<file path="config.mk">
export PLATFORM = sky130hd
export DESIGN_NAME = fft_bin_filter
export DESIGN_NICKNAME = d
export VERILOG_FILES = /design/src/rtl/fft_filt_pkg.sv /design/src/rtl/fft_filt_edge_gain.sv /design/src/rtl/fft_bin_filter.sv
export SDC_FILE = /design/constraint.sdc
export NUM_CORES = 1
export LEC_CHECK = 0
export BUFFER_PORTS_ARGS = -buffer_cell sky130_fd_sc_hd__buf_2
export CORE_UTILIZATION = 45
export CTS_CLUSTER_DIAMETER = 50
export DETAILED_ROUTE_END_ITERATION = 16
export GPL_TIMING_DRIVEN = 0
export SYNTH_ARGS = -nofsm -noshare
export SYNTH_HDL_FRONTEND = slang
export SYNTH_HIERARCHICAL = 1
export SYNTH_SLANG_ARGS = --single-unit
</file>
<file path="constraint.sdc">
create_clock -name i_clk -period 15.5 [get_ports i_clk]
set_input_delay 1.55 -clock i_clk [delete_from_list [all_inputs] [get_ports i_clk]]
set_output_delay 1.55 -clock i_clk [all_outputs]
set_load 0.05 [all_outputs]
</file>
<file path="src/rtl/fft_filt_pkg.sv">
// Shared types and helpers for the FFT bin-masking filter.
package fft_filt_pkg;

  localparam int FFT_LGSIZE  = 9;
  localparam int FFT_LGTAPER = 5;

  typedef enum logic [1:0] {
    FILT_BYPASS = 2'd0,
    FILT_LPF    = 2'd1,
    FILT_HPF    = 2'd2,
    FILT_BPF    = 2'd3
  } filt_mode_t;

  // EDGE_LOW: passes bins at or above the cutoff (high-pass edge).
  // EDGE_HIGH: passes bins below the cutoff (low-pass edge).
  typedef enum logic {
    EDGE_LOW  = 1'b0,
    EDGE_HIGH = 1'b1
  } edge_t;

  typedef logic [FFT_LGTAPER:0] gain_t;

  // Fold an FFT bin index onto its symmetric frequency magnitude.
  function automatic int unsigned fold_bin(input int unsigned bin, input int unsigned lgsize);
    int unsigned n;
    n = 32'd1 << lgsize;
    return (bin <= (n >> 1)) ? bin : (n - bin);
  endfunction

endpackage

</file>
<file path="src/rtl/fft_filt_edge_gain.sv">
// Combinational gain for one filter edge, with optional linear taper.
module fft_filt_edge_gain
  import fft_filt_pkg::*;
#(
  parameter int LGSIZE  = FFT_LGSIZE,
  parameter int LGTAPER = FFT_LGTAPER
) (
  input  logic [LGSIZE:0]   f,
  input  logic [LGSIZE-1:0] c,
  input  logic              taper_en,
  input  edge_t             polarity,
  output logic [LGTAPER:0]  g
);

  localparam int T = 1 << LGTAPER;

  int d;

  // d counts bins into the stop side of the edge; negative means passband.
  always_comb begin
    d = 0;
    g = '0;
    if (polarity == EDGE_HIGH) d = int'(f) - int'(c);
    else                       d = int'(c) - 1 - int'(f);
    if (d < 0)                   g = (LGTAPER+1)'(T);
    else if (taper_en && d < T)  g = (LGTAPER+1)'(T - 1 - d);
    else                         g = '0;
  end

endmodule

</file>
<file path="src/rtl/fft_bin_filter.sv">
// Per-bin real gain applied to streaming FFT output, 2-clock pipeline.
module fft_bin_filter
  import fft_filt_pkg::*;
#(
  parameter int IWIDTH  = 21,
  parameter int LGSIZE  = FFT_LGSIZE,
  parameter int LGTAPER = FFT_LGTAPER
) (
  input  logic                  i_clk,
  input  logic                  i_reset,
  input  logic                  i_ce,
  input  logic [2*IWIDTH-1:0]   i_sample,
  input  logic                  i_sync,
  input  logic [1:0]            i_mode,
  input  logic [LGSIZE-1:0]     i_lo_cut,
  input  logic [LGSIZE-1:0]     i_hi_cut,
  input  logic                  i_taper_en,
  output logic                  o_ce,
  output logic [2*IWIDTH-1:0]   o_sample,
  output logic                  o_sync
);

  localparam int PW = IWIDTH + LGTAPER + 2;
  localparam logic [LGTAPER:0] GFULL = {1'b1, {LGTAPER{1'b0}}};

  logic [LGSIZE-1:0] cnt, bin;
  filt_mode_t        act_mode, use_mode;
  logic [LGSIZE-1:0] act_lo, act_hi, use_lo, use_hi;
  logic              act_tap, use_tap, latch_now;
  logic [LGSIZE:0]   f;
  logic [LGTAPER:0]  g_lpf, g_hpf, g;

  logic                s1_valid, s1_sync;
  logic [2*IWIDTH-1:0] s1_sample;
  logic [LGTAPER:0]    s1_g;

  logic signed [PW-1:0] gx, re_p, im_p, re_sh, im_sh;

  // The bin-0 sample is filtered with the config arriving alongside it.
  always_comb begin
    latch_now = i_ce && i_sync;
    use_mode  = latch_now ? filt_mode_t'(i_mode) : act_mode;
    use_lo    = latch_now ? i_lo_cut   : act_lo;
    use_hi    = latch_now ? i_hi_cut   : act_hi;
    use_tap   = latch_now ? i_taper_en : act_tap;
    bin       = i_sync ? '0 : cnt;
    f         = (LGSIZE+1)'(fold_bin(32'(bin), LGSIZE));
  end

  fft_filt_edge_gain #(.LGSIZE(LGSIZE), .LGTAPER(LGTAPER)) u_lpf_edge (
    .f(f), .c(use_hi), .taper_en(use_tap), .polarity(EDGE_HIGH), .g(g_lpf)
  );

  fft_filt_edge_gain #(.LGSIZE(LGSIZE), .LGTAPER(LGTAPER)) u_hpf_edge (
    .f(f), .c(use_lo), .taper_en(use_tap), .polarity(EDGE_LOW), .g(g_hpf)
  );

  // Select the gain for the current mode; band-pass takes the tighter edge.
  always_comb begin
    g = GFULL;
    case (use_mode)
      FILT_BYPASS: g = GFULL;
      FILT_LPF:    g = g_lpf;
      FILT_HPF:    g = g_hpf;
      FILT_BPF:    g = (g_lpf < g_hpf) ? g_lpf : g_hpf;
      default:     g = GFULL;
    endcase
  end

  // Bin counter and frame-synchronous config capture.
  always_ff @(posedge i_clk) begin
    if (i_reset) begin
      cnt      <= '0;
      act_mode <= FILT_BYPASS;
      act_lo   <= '0;
      act_hi   <= '0;
      act_tap  <= 1'b0;
    end else if (i_ce) begin
      cnt <= bin + 1'b1;
      if (i_sync) begin
        act_mode <= filt_mode_t'(i_mode);
        act_lo   <= i_lo_cut;
        act_hi   <= i_hi_cut;
        act_tap  <= i_taper_en;
      end
    end
  end

  // Stage 1: register sample, gain and sync with a valid bit.
  always_ff @(posedge i_clk) begin
    if (i_reset) begin
      s1_valid  <= 1'b0;
      s1_sync   <= 1'b0;
      s1_sample <= '0;
      s1_g      <= '0;
    end else begin
      s1_valid  <= i_ce;
      s1_sync   <= i_ce && i_sync;
      s1_sample <= i_sample;
      s1_g      <= g;
    end
  end

  // Scale both components; the arithmetic shift floors toward minus infinity.
  always_comb begin
    gx    = PW'($signed({1'b0, s1_g}));
    re_p  = PW'($signed(s1_sample[2*IWIDTH-1:IWIDTH])) * gx;
    im_p  = PW'($signed(s1_sample[IWIDTH-1:0])) * gx;
    re_sh = re_p >>> LGTAPER;
    im_sh = im_p >>> LGTAPER;
  end

  // Stage 2: output registers; sample holds while no strobe emerges.
  always_ff @(posedge i_clk) begin
    if (i_reset) begin
      o_ce     <= 1'b0;
      o_sync   <= 1'b0;
      o_sample <= '0;
    end else begin
      o_ce   <= s1_valid;
      o_sync <= s1_valid && s1_sync;
      if (s1_valid) o_sample <= {re_sh[IWIDTH-1:0], im_sh[IWIDTH-1:0]};
    end
  end

endmodule

</file>
==> results of run 1 <==
## layer usage
metal | GRT usage [%] | up-vias | share of wire, %
met4 | 9.08 | 4 | 3.1
met3 | 5.22 | 65 | 4.7
li1 | - | 6080 | -
met1 | 28.8 | 6084 | 42
met2 | 46.3 | 271 | 51
met5 | 0 | - | 0.056
## sequential cells by signal, indices dropped and copies added, names as in the netlist
register	cells
cnt	9
act_mode	2
s1_g	6
act_hi	9
s1_valid	1
s1_sample	42
o_sample	42
o_sync	1
s1_sync	1
o_ce	1
act_lo	9
act_tap	1
## logic make-up (layout without fill, tap and decap cells)
group,count (synthesis),after routing,synth area share [%]
AOI/OAI and AO/OA,298,298,13.4
xor gates and xnor gates,74,74,4.44
adders and majority gates,313,313,33.9
buffers and inverters,311,450,7.68
DFF,124,124,16.3
muxes,33,33,2.32
other,2,17,0.0493
and+or+nand+nor,612,612,22.0
## placed cells by master (no fill, tap or decap), drive strengths merged, types with 6 or more instances in the layout
master / Yosys / routed
a2111oi: 6 / 6
a211oi: 16 / 16
a21o: 27 / 27
a21oi: 65 / 65
a31oi: 6 / 6
and2: 224 / 224
buf: 6 / 113
clkbuf: 48 / 67
conb: 2 / 16
dfxtp: 124 / 124
fa: 166 / 166
ha: 147 / 147
inv: 256 / 258
mux2: 19 / 19
mux2i: 14 / 14
nand2: 135 / 135
nand2b: 25 / 25
nand3: 14 / 14
nand4: 10 / 10
nor2: 71 / 71
nor2b: 50 / 50
nor3: 34 / 34
nor4: 8 / 8
o211ai: 12 / 12
o21a: 12 / 12
o21ai: 69 / 69
o21bai: 7 / 7
o22ai: 12 / 12
o31ai: 9 / 9
or3: 16 / 16
xnor2: 50 / 50
xor2: 22 / 22
## area by class of cell
class	count	area, um^2
inverters	257	965
plain buffers	54	206
fillers	3266	16400
multi-input cells	1346	11700
clock inverters	13	165
flip-flops and latches	124	2480
well taps	448	561
repair buffers	107	536
diodes	1	2.50
clock buffers	19	453
## stage by stage
step	cells	util (%)	worst slack [ps]	cell area (um^2)
2_1_floorplan	1781	-	8770	15300
3_3_place_gp	2336	49.0	6820	16400
3_5_place_dp	2336	49.0	6760	16400
4_1_cts	2368	50.9	7220	17000
5_1_grt	2368	50.9	6640	17000
6_report	2369	50.9	7190	17000
## where the power goes
part | internal (mW) | switching [mW] | leakage [nW]
sequential | 0.331 | 0.0143 | 1.02
clock | 0.262 | 0.161 | 0.292
combinational | 0.108 | 0.157 | 6.92
## worst min path at each step
| stage | slack [ps] | to | start | cells past startpoint |
|---|---|---|---|---|
| floorplan | 410 | o_sync | s1_sync | 1 |
| global placement | 420 | o_sync | s1_sync | 1 |
| detailed placement | 420 | o_sync | s1_sync | 1 |
| CTS | 430 | o_sync | s1_sync | 1 |
| global route | 460 | o_sample[33] | o_sample[33] | 2 |
| finish | 430 | o_sync | s1_sync | 1 |
==> results.txt, run 1 <==
status: complete, no violations
CP bufs+invs: 4
first-pass GRT wire length: 66,700 um
hold buffers post-CTS: 0
synthesized flop and latch total: 124
number of DRC markers after the initial detailed-route iteration: 549
critical path endpoint: s1_g[3]
I/O pin count: 111
wire per inst: 17.3 um
total grt overflow: 0
worst-path cell with the longest stage delay: a2111oi_0
Post-synth EDFFs: 0
top_reg_cell synth: dfxtp_1
Clock Skews: 10.8 ps
CTS tree: built
postcts setup bufs: 0
Post-synth ARST share: 0%
vias in the first global route: 13,000
pwr dens: 60.7 mW/mm^2
CP most frequent cell: a21o_1
Final Hold Viols: 0
Final ANT Viol Nets: 0
Synth Instances: 1,767
crit path from: i_sync
core area: 0.0334 mm^2
clk slew on worst S/H paths: 60 ps
Critical Path AT: 8600 ps
mean area per synthesized cell: 8.63 um^2
crit path capture type: flip-flop
f_max: 0.120 GHz
Worst-Margin Slew: 1220 ps
vias: 12,500
Final GP Congestion: 0.909
clock buffer depth: 2
CP Launch Type: primary input
drt via density: 5.28
Yosys warning total: 6
port bufs: 107
period utilisation layout: 53.6%
Req. time, crit path: 15,790 ps
relative slew slack: 16.5%
delay-heaviest family, CP: compound AO/OA/AOI/OAI gates
die area: 0.0346 mm^2
Reg-to-Reg End: s1_g[3]
Final #Nets: 2,287
Max Cap Violations: 0
critical path class: in2reg
Die Ht: 186 um
synth top area cells: fa_1 (22%), dfxtp_1 (16%), ha_1 (12%), and2_1 (9.2%), inv_1 (6.3%)
Die W: 186 um
synth cell count leaders: inv_1 (256), and2_1 (224), fa_1 (166)
R2R depth: 26
Initial Utilization: 45.6%
mapped cell area: 0.0152 mm^2
area grow syn2layout: 11.6%
Root Driver: clkbuf_16
Detailed Routing Iterations Pass 1: 5
Leak Pwr: 8.23 nW
share of cells above drive strength 1: 9.74%
endpoints failing setup: 0
critical path depth: 27
DRC: 0
R2R setup slack: 8100 ps
Peak supply drop: 79.7 uV
Max stage delay on crit path: 1050 ps
Setup TNS Final: 0 ps
Yosys top cell area share: 21.8%
CTS Buf Count: 17
top-count cell post-synth: inv_1
pin count of the biggest net entering global routing: 17
fin. max-slew vios: 0
cell taking the most area after synthesis: fa_1
gr usage total: 25.3%
FF-to-FF Start: cnt[0]
Max FO, Critical Path: 9
worst skew pair latency: 440 ps
RSZ-0062 raised after global routing: no
clock sink count: 124
Detailed Place HPWL: 33,300 um
Netlist cell types: 76
register area share after synthesis: 16.3%
initial antenna violation count: 4
post-route minimum period: 8310 ps
post-CTS sizing: 0
total power: 1.03 mW
H-tree depth: 4
Final Hold Slack: 430 ps
# rows: 67
DRT Wirelength: 40,900 um
Hold Crit Class: reg2reg
(Power assumes the default switching activity.)
==> run 2: changes to the inputs <==
==> constraint.sdc (replaced) <==
create_clock -name i_clk -period 7.3 [get_ports i_clk]
set_input_delay 0.73 -clock i_clk [delete_from_list [all_inputs] [get_ports i_clk]]
set_output_delay 0.73 -clock i_clk [all_outputs]
set_load 0.05 [all_outputs]
==> results.txt, run 2 (same netlist as run 1, synthesis figures left out) <==
Clock Skews: 10.7 ps
pin count of the biggest net entering global routing: 17
port bufs: 107
clock sink count: 124
CP bufs+invs: 4
Req. time, crit path: 7590 ps
period utilisation layout: 91.6%
clock buffer depth: 2
wire per inst: 17.3 um
gr usage total: 25.3%
Root Driver: clkbuf_16
core area: 0.0334 mm^2
Final ANT Viol Nets: 0
status: complete, no violations
CTS tree: built
CP Launch Type: primary input
CP most frequent cell: a21o_1
Critical Path AT: 6980 ps
Final GP Congestion: 0.909
DRT Wirelength: 41,000 um
Worst-Margin Slew: 1140 ps
Initial Utilization: 45.6%
vias in the first global route: 13,000
crit path capture type: flip-flop
# rows: 67
share of cells above drive strength 1: 9.84%
worst-path cell with the longest stage delay: a2111oi_2
total grt overflow: 0
die area: 0.0346 mm^2
fin. max-slew vios: 0
leading cell type in the layout, fill and taps excluded: inv_1
Peak supply drop: 170 uV
area grow syn2layout: 11.7%
Final Hold Viols: 0
I/O pin count: 111
Detailed Routing Iterations Pass 1: 5
relative slew slack: 24.2%
worst skew pair latency: 440 ps
clk slew on worst S/H paths: 60 ps
delay-heaviest family, CP: compound AO/OA/AOI/OAI gates
endpoints failing setup: 0
commonest non-fill, non-tap cells in the layout: inv_1 (256), and2_1 (224), fa_1 (166)
Largest regs: o_sample: 42 flops, s1_sample: 42 flops
Max Cap Violations: 0
Leak Pwr: 8.23 nW
H-tree depth: 4
Max stage delay on crit path: 600 ps
Die W: 186 um
Final #Nets: 2,287
number of DRC markers after the initial detailed-route iteration: 509
drt via density: 5.27
post-layout util: 50.9%
Max FO, Critical Path: 9
post-route minimum period: 6690 ps
RSZ-0062 raised after global routing: no
Detailed Place HPWL: 33,300 um
critical path class: in2reg
initial antenna violation count: 4
vias: 12,500
hold buffers post-CTS: 0
DRC: 0
Die Ht: 186 um
total power: 2.20 mW
CTS Buf Count: 17
Hold Crit Class: reg2reg
first-pass GRT wire length: 66,700 um
pwr dens: 129 mW/mm^2
f_max: 0.150 GHz
postcts setup bufs: 0
run 2: cell counts in the layout (fill, tap and decap cells not counted):
No cell type changed its count.
run 2: per-layer routing:
layer / wire length [um] / GRT usage (%) / vias to the layer above
met5: 23 / 0 / -
met4: 1260 / 9.08 / 4
met3: 1940 / 5.22 / 67
met2: 20700 / 46.3 / 256
met1: 17100 / 28.8 / 6064
li1: - / - / 6089
run 2: path summary, 6_finish.rpt:
check | from | end | slack, ps | depth (start not counted)
worst max-delay path | i_sync | s1_g[3] | 610 | 28
worst min-delay path | s1_sync | o_sync | 430 | 1
worst max register to register | cnt[0] | s1_g[3] | 700 | 27
worst min register to register | s1_sync | o_sync | 430 | 1
run 2: through the flow:
step / setup WS, ps / hold WS [ps] / setup TNS, ps / instances / area, um^2
2_1_floorplan: 1390 / 406 / 0 / 1781 / 15300
3_3_place_gp: -556 / 416 / -3210 / 2336 / 16400
3_5_place_dp: -615 / 418 / -3630 / 2336 / 16400
4_1_cts: 110 / 431 / 0 / 2368 / 17000
5_1_grt: 126 / 465 / 0 / 2368 / 17000
6_report: 612 / 429 / 0 / 2369 / 17000
run 2: where the power goes:
part / total, mW / switching [mW] / internal, mW
sequential: 0.734 / 0.0304 / 0.703
combinational: 0.567 / 0.337 / 0.230
clock: 0.900 / 0.344 / 0.556
total: 2.20 / 0.711 / 1.49
run 2: area by class of cell:
cell class	instances	area [um^2]
Sequential cell	124	2480
Buffer	54	206
Fill cell	3265	16400
Clock buffer	19	453
Multi-Input combinational cell	1346	11700
Timing Repair Buffer	107	536
Inverter	257	965
Antenna cell	1	2.50
Clock inverter	13	165
Tap cell	448	561
run 2: timing repair:
action                     4_1_cts  5_1_grt
cloned                           0        0
gates resized for setup          1        2
setup endpoints to repair        6        6
